===== src/rtl/idct4_stream_sched.sv =====
// Flow-control sequencer for the 4-tap IDCT column datapath: skews each accepted
// vector across the lanes and buffers results in a credit-protected tagged FIFO.
module idct4_stream_sched #(
    parameter int W          = 25,
    parameter int FIFO_DEPTH = 8,
    parameter int BLOCK_ROWS = 4
) (
    input  logic         clk,
    input  logic         reset_n,
    input  logic         flush,
    input  logic         in_valid,
    output logic         in_ready,
    input  logic [W-1:0] in_x1,
    input  logic [W-1:0] in_x2,
    input  logic [W-1:0] in_x3,
    input  logic [W-1:0] in_x4,
    output logic [W-1:0] dp_in_1,
    output logic [W-1:0] dp_in_2,
    output logic [W-1:0] dp_in_3,
    output logic [W-1:0] dp_in_4,
    input  logic [W-1:0] dp_out,
    output logic         out_valid,
    input  logic         out_ready,
    output logic [W-1:0] out_data,
    output logic         out_last,
    output logic         busy,
    output logic         err_ovf
);

    localparam int AW = $clog2(FIFO_DEPTH);
    localparam int CW = AW + 1;
    localparam int UW = CW + 1;
    localparam int RW = (BLOCK_ROWS > 1) ? $clog2(BLOCK_ROWS) : 1;

    logic [4:0]    r_vp;
    logic [W-1:0]  r_sk2, r_sk3a, r_sk3b, r_sk4a, r_sk4b, r_sk4c;
    logic [W-1:0]  r_dp1, r_dp2, r_dp3, r_dp4;
    logic [W:0]    r_mem [FIFO_DEPTH];
    logic [AW-1:0] r_wr_ptr, r_rd_ptr;
    logic [CW-1:0] r_count;
    logic [RW-1:0] r_row;
    logic          r_err;

    logic [2:0]    w_inflight;
    logic [UW-1:0] w_used;
    logic          w_acc, w_wr, w_pop, w_full, w_do_wr, w_have, w_row_last;
    logic [W:0]    w_head;

    // Credit counts every vector already committed to the pipe, so the FIFO can never overflow.
    assign w_inflight = 3'(r_vp[0]) + 3'(r_vp[1]) + 3'(r_vp[2]) + 3'(r_vp[3]) + 3'(r_vp[4]);
    assign w_used     = UW'(r_count) + UW'(w_inflight);
    assign in_ready   = !flush && reset_n && (w_used < UW'(FIFO_DEPTH));

    assign w_acc      = in_valid && in_ready;
    assign w_wr       = r_vp[4];
    assign w_have     = (r_count != '0);
    assign w_pop      = w_have && out_ready;
    assign w_full     = (r_count == CW'(FIFO_DEPTH));
    assign w_do_wr    = w_wr && (!w_full || w_pop);
    assign w_row_last = (r_row == RW'(BLOCK_ROWS - 1));
    assign w_head     = r_mem[r_rd_ptr];

    always_ff @(posedge clk or negedge reset_n) begin
        if (!reset_n) begin
            r_vp   <= '0;
            r_sk2  <= '0;
            r_sk3a <= '0;
            r_sk3b <= '0;
            r_sk4a <= '0;
            r_sk4b <= '0;
            r_sk4c <= '0;
            r_dp1  <= '0;
            r_dp2  <= '0;
            r_dp3  <= '0;
            r_dp4  <= '0;
        end else if (flush) begin
            r_vp   <= '0;
            r_sk2  <= '0;
            r_sk3a <= '0;
            r_sk3b <= '0;
            r_sk4a <= '0;
            r_sk4b <= '0;
            r_sk4c <= '0;
            r_dp1  <= '0;
            r_dp2  <= '0;
            r_dp3  <= '0;
            r_dp4  <= '0;
        end else begin
            r_vp   <= {r_vp[3:0], w_acc};
            r_sk2  <= in_x2;
            r_sk3a <= in_x3;
            r_sk3b <= r_sk3a;
            r_sk4a <= in_x4;
            r_sk4b <= r_sk4a;
            r_sk4c <= r_sk4b;
            // Each lane is gated by the valid bit of the vector owning its slot.
            r_dp1  <= w_acc   ? in_x1  : '0;
            r_dp2  <= r_vp[0] ? r_sk2  : '0;
            r_dp3  <= r_vp[1] ? r_sk3b : '0;
            r_dp4  <= r_vp[2] ? r_sk4c : '0;
        end
    end

    always_ff @(posedge clk) begin
        if (w_do_wr && !flush) begin
            r_mem[r_wr_ptr] <= {w_row_last, dp_out};
        end
    end

    always_ff @(posedge clk or negedge reset_n) begin
        if (!reset_n) begin
            r_wr_ptr <= '0;
            r_rd_ptr <= '0;
            r_count  <= '0;
            r_row    <= '0;
            r_err    <= 1'b0;
        end else if (flush) begin
            r_wr_ptr <= '0;
            r_rd_ptr <= '0;
            r_count  <= '0;
            r_row    <= '0;
        end else begin
            if (w_do_wr) begin
                r_wr_ptr <= r_wr_ptr + 1'b1;
                r_row    <= w_row_last ? '0 : r_row + 1'b1;
            end
            if (w_wr && !w_do_wr) begin
                r_err <= 1'b1;
            end
            if (w_pop) begin
                r_rd_ptr <= r_rd_ptr + 1'b1;
            end
            case ({w_do_wr, w_pop})
                2'b10:   r_count <= r_count + 1'b1;
                2'b01:   r_count <= r_count - 1'b1;
                default: r_count <= r_count;
            endcase
        end
    end

    assign dp_in_1   = r_dp1;
    assign dp_in_2   = r_dp2;
    assign dp_in_3   = r_dp3;
    assign dp_in_4   = r_dp4;
    assign out_valid = w_have;
    assign out_data  = w_have ? w_head[W-1:0] : '0;
    assign out_last  = w_have ? w_head[W] : 1'b0;
    assign busy      = (|r_vp) || w_have;
    assign err_ovf   = r_err;

endmodule


===== config.mk =====
export PLATFORM = sky130hd
export DESIGN_NAME = idct4_stream_sched
export DESIGN_NICKNAME = d
export VERILOG_FILES = /design/src/rtl/idct4_stream_sched.sv
export SDC_FILE = /design/constraint.sdc
export NUM_CORES = 1
export LEC_CHECK = 0
export ABC_AREA = 1
export BUFFER_PORTS_ARGS = -buffer_cell sky130_fd_sc_hd__buf_2
export CORE_MARGIN = 5
export CORE_UTILIZATION = 26
export CTS_CLUSTER_SIZE = 12
export DETAILED_ROUTE_END_ITERATION = 7
export RECOVER_POWER = 100
export SYNTH_ARGS = -nofsm -noshare
export SYNTH_HDL_FRONTEND = slang
export SYNTH_SLANG_ARGS = --single-unit

===== constraint.sdc =====
create_clock -name clk -period 4.6 [get_ports clk]
set_clock_uncertainty 0.05 [all_clocks]
set_input_delay 0.46 -clock clk [delete_from_list [all_inputs] [get_ports clk]]
set_output_delay 0.46 -clock clk [all_outputs]
set_load 0.03 [all_outputs]

==> metrics.md <==
| Metric | Value |
|---|---|
| Slew HR | -148% |
| Worst reg2reg startpoint | r_count[1] |
| Via count | 11700 |
| Cell Pwr Density | 405 nW/um^2 |
| Crit-path slowest cell | dfrtp_1 |
| DRT Pass-1 Iters | 5 |
| Vias in the first global route | 12200 |
| Synth Area per Inst | 11.2 sq um |
| Critical path depth | 10 |
| GP Congestion | 0.750 |
| Hold crit path type | primary input to register |
| Pre-CTS setup slack | 1290 ps |
| CTS Buffer Depth | 3 |
| Initial Util | 26.2% |
| Layout Nets | 2057 |
| Post-CTS Setup Bufs | 0 |
| DR vias/cell | 4.14 |
| Detailed Route WL | 42.6 mm |
| Status | complete, but fails checks |
| Share of layout cells above drive strength 1 | 10.3% |
| GR Util All Layers | 11.4% |
| Final antenna-violating net count | 0 |
| Clock latency on the worst-skew pair | 600 ps |
| CTS tree | done |
| Routed WL per cell | 15.0 um |
| Final number of setup-violating endpoints | 0 |
| Root Driver | clkbuf_16 |
| Final hold slack | 71.4 ps |
| DR DRC count | 0 |
| Core ar. | 67200 sq um |
| IO Pins | 260 |
| RSZ-0062 raised after global routing | no |
| Die width | 270 um |
| DRT iter0 DRCs | 708 |
| First-pass GRT wire length | 67.0 mm |
| Clk slew on worst S/H paths | 60 ps |
| Buffers on Ports | 259 |
| Final worst slack | 619 ps |
| Final Max Slew Viols | 564 |
| GRT overflow | 0 |
| Combinational power share | 4.2% |
| CP Capture Type | primary output |
| Internal power | 6980 uW |
| Clock network power share | 45.1% |
| Mapped Area | 17600 sq um |
| Worst slew pin tran | 3720 ps |
| Total die area | 73000 sq um |
| Worst path top cell family by delay | adder cells |
| Syn Inst Count | 1571 |
| Setup TNS Final | 0 ps |
| Synth-to-layout area growth | 25.7% |
| Crit path buf inv count | 4 |
| Die height | 270 um |
| Pleak | 0.00968 uW |
| HPWL after detailed placement | 24.8 mm |
| Sw Pwr | 1960 uW |
| Netlist cell types | 27 |
| F_max | 0.251 GHz |
| Tmin final | 3980 ps |
| Worst path required time | 4090 ps |
| Worst R2R Path Depth | 5 |
| Worst Path Arrival | 3470 ps |
| # clock sinks | 476 |
| Seq pwr share | 50.7% |
| Cell Chain, Critical Path | fa_1 > inv_1 > fa_1 > inv_1 > ha_1 > a21o_1 > nand2_1 > nand2_1 > inv_1 > clkbuf_1 |
| Yosys Warn Count | 0 |
| Reg2Reg Setup Slack | 770 ps |
| Initial antenna violation count | 5 |
| WS Path Type | register to primary output |
| Sequential share of the synthesized area | 73.6% |
| CP most frequent cell | inv_1 |
| Worst r2r dst | r_mem[6][15] |
| Switching Fraction | 21.9% |
| Synth Net Count | 1713 |
| Pin count of the biggest net entering global routing | 167 |
| Critical Path Source Type | register |
| Worst setup startpoint | r_vp[1] |
| CTS H-Tree Depth | 2 |
| #FFs+latches synth | 476 |
| Row Count | 95 |
| CTS buffer count | 53 |
| Fin crit share | 86.5% |
| Final Hold Vio Count | 0 |
| Failing checks | max-capacitance violations, max-slew violations |
| Slowest stage delay, CP | 750 ps |
| CP Max Fanout | 27 |
| Crit path capture | in_ready |
| Max_cap viols | 11 |
| Peak VDD IR | 0.282 mV |
routing by layer:
metal | track usage [%] | up-vias | part of all wire [%]
met2 | 18.9 | 360 | 48
met5 | 0 | - | 0.045
met1 | 13.5 | 5646 | 40
met4 | 3.93 | 4 | 2.8
met3 | 4.51 | 84 | 9.1
li1 | - | 5613 | -
worst min-delay path by stage:
stage	start	endpoint	depth (start not counted)
finish	in_x2[24]	r_sk2[24]	3
global route	in_x1[6]	dp_in_1[6]	3
CTS	in_x1[6]	dp_in_1[6]	3
detailed placement	r_sk4b[3]	r_sk4c[3]	2
global placement	r_sk4b[5]	r_sk4c[5]	2
floorplan	reset_n	dp_in_1[0]	0
what timing repair did:
action                    in CTS  in global routing
hold endpoints to repair     199                  0
gates resized for setup        0                  0
hold buffers                  98                  0
power by group through the flow:
stage          clock network [uW]  registers, uW  logic [uW]
6_report                     4040           4530         377
4_1_cts                      4180           4530         390
3_5_place_dp                    0           4610         325
2_1_floorplan                   0           4620         139
3_3_place_gp                    0           4610         315
5_1_grt                      4340           4540         430
sequential cells by signal, indices dropped and copies added (netlist names), 4 cells and up:
signal and count:
r_mem 208, r_sk4b 25, r_sk3b 25, dp_in_3 25, dp_in_1 25, r_vp 5, dp_in_2 25, r_sk3a 25
r_sk4c 25, r_count 4, r_sk4a 25, dp_in_4 25, r_sk2 25
cell usage in the layout, fill, tap and decap left out, types with 2 or more instances in the layout:
| cell | instances |
|---|---|
| nor3_1 | 2 |
| clkinv_2 | 13 |
| ha_1 | 9 |
| o21ai_1 | 86 |
| clkbuf_1 | 168 |
| clkinv_4 | 2 |
| clkbuf_16 | 54 |
| nand3_1 | 8 |
| a21oi_1 | 2 |
| diode_2 | 3 |
| bufinv_16 | 2 |
| buf_4 | 6 |
| dfrtp_2 | 2 |
| buf_2 | 105 |
| edfxtp_1 | 208 |
| inv_1 | 197 |
| nor2_1 | 478 |
| nor2_2 | 4 |
| o21ai_0 | 100 |
| inv_6 | 2 |
| dfrtp_1 | 266 |
| clkinv_1 | 2 |
| inv_2 | 2 |
| clkbuf_8 | 4 |
| nand2_1 | 119 |
| fa_1 | 3 |
| dlygate4sd3_1 | 98 |
cell usage after synthesis:
cell type / instances / area, sq um
nor2_1: 481 / 1810
dfrtp_1: 268 / 6710
edfxtp_1: 208 / 6250
inv_1: 195 / 732
nand2_1: 117 / 439
o21ai_0: 97 / 485
o21ai_1: 89 / 445
buf_2: 34 / 170
clkbuf_1: 26 / 97.6
buf_6: 9 / 101
ha_1: 9 / 113
buf_1: 8 / 30.0
nand3_1: 8 / 40.0
inv_2: 4 / 15.0
fa_1: 3 / 60.1
a21oi_1: 2 / 10.0
buf_4: 2 / 15.0
nor3_1: 2 / 10.0
a211oi_1: 1 / 7.51
a21o_1: 1 / 7.51
nand2_2: 1 / 6.26
nand2_4: 1 / 11.3
nand4_1: 1 / 6.26
nor2_2: 1 / 6.26
o21bai_1: 1 / 7.51
or2_2: 1 / 6.26
xor2_1: 1 / 8.76
worst register-to-register path, delay by kind of cell (launching register included):
family | cells | cell delay, ps
DFF | 1 | 450
and+or+nand+nor | 5 | 2870
cell type report:
cell class,count,area (sq um)
clock buffer,70,1450
fill,6776,45000
sequential,476,13000
multi-input combinational,817,3470
tap,873,1090
timing repair buffer,368,2170
antenna,3,7.51
inverter,199,747
clock inverter,24,211
metrics by stage:
step | total power [uW] | util (%) | area [sq um] | cells
after floorplan | 4760 | - | 17600 | 1571
after global placement | 4930 | 29.4 | 19700 | 2635
after global routing | 9300 | 32.9 | 22100 | 2830
after detailed placement | 4940 | 29.4 | 19700 | 2635
final | 8940 | 32.9 | 22100 | 2830
after CTS | 9100 | 33.3 | 22400 | 2827
logic make-up (layout without fill, tap and decap cells):
family | Yosys count | after routing | share of synthesized area [%]
AND/OR/NAND/NOR | 613 | 613 | 13.3
AO/OA/AOI/OAI | 191 | 191 | 5.48
buffers and inverters | 278 | 661 | 6.60
adder cells (fa/ha/maj) | 12 | 12 | 0.982
other | 0 | 3 | 0
flip-flops | 476 | 476 | 73.6
XOR/XNOR | 1 | 1 | 0.0498
Power figures use the tool's default switching activity.
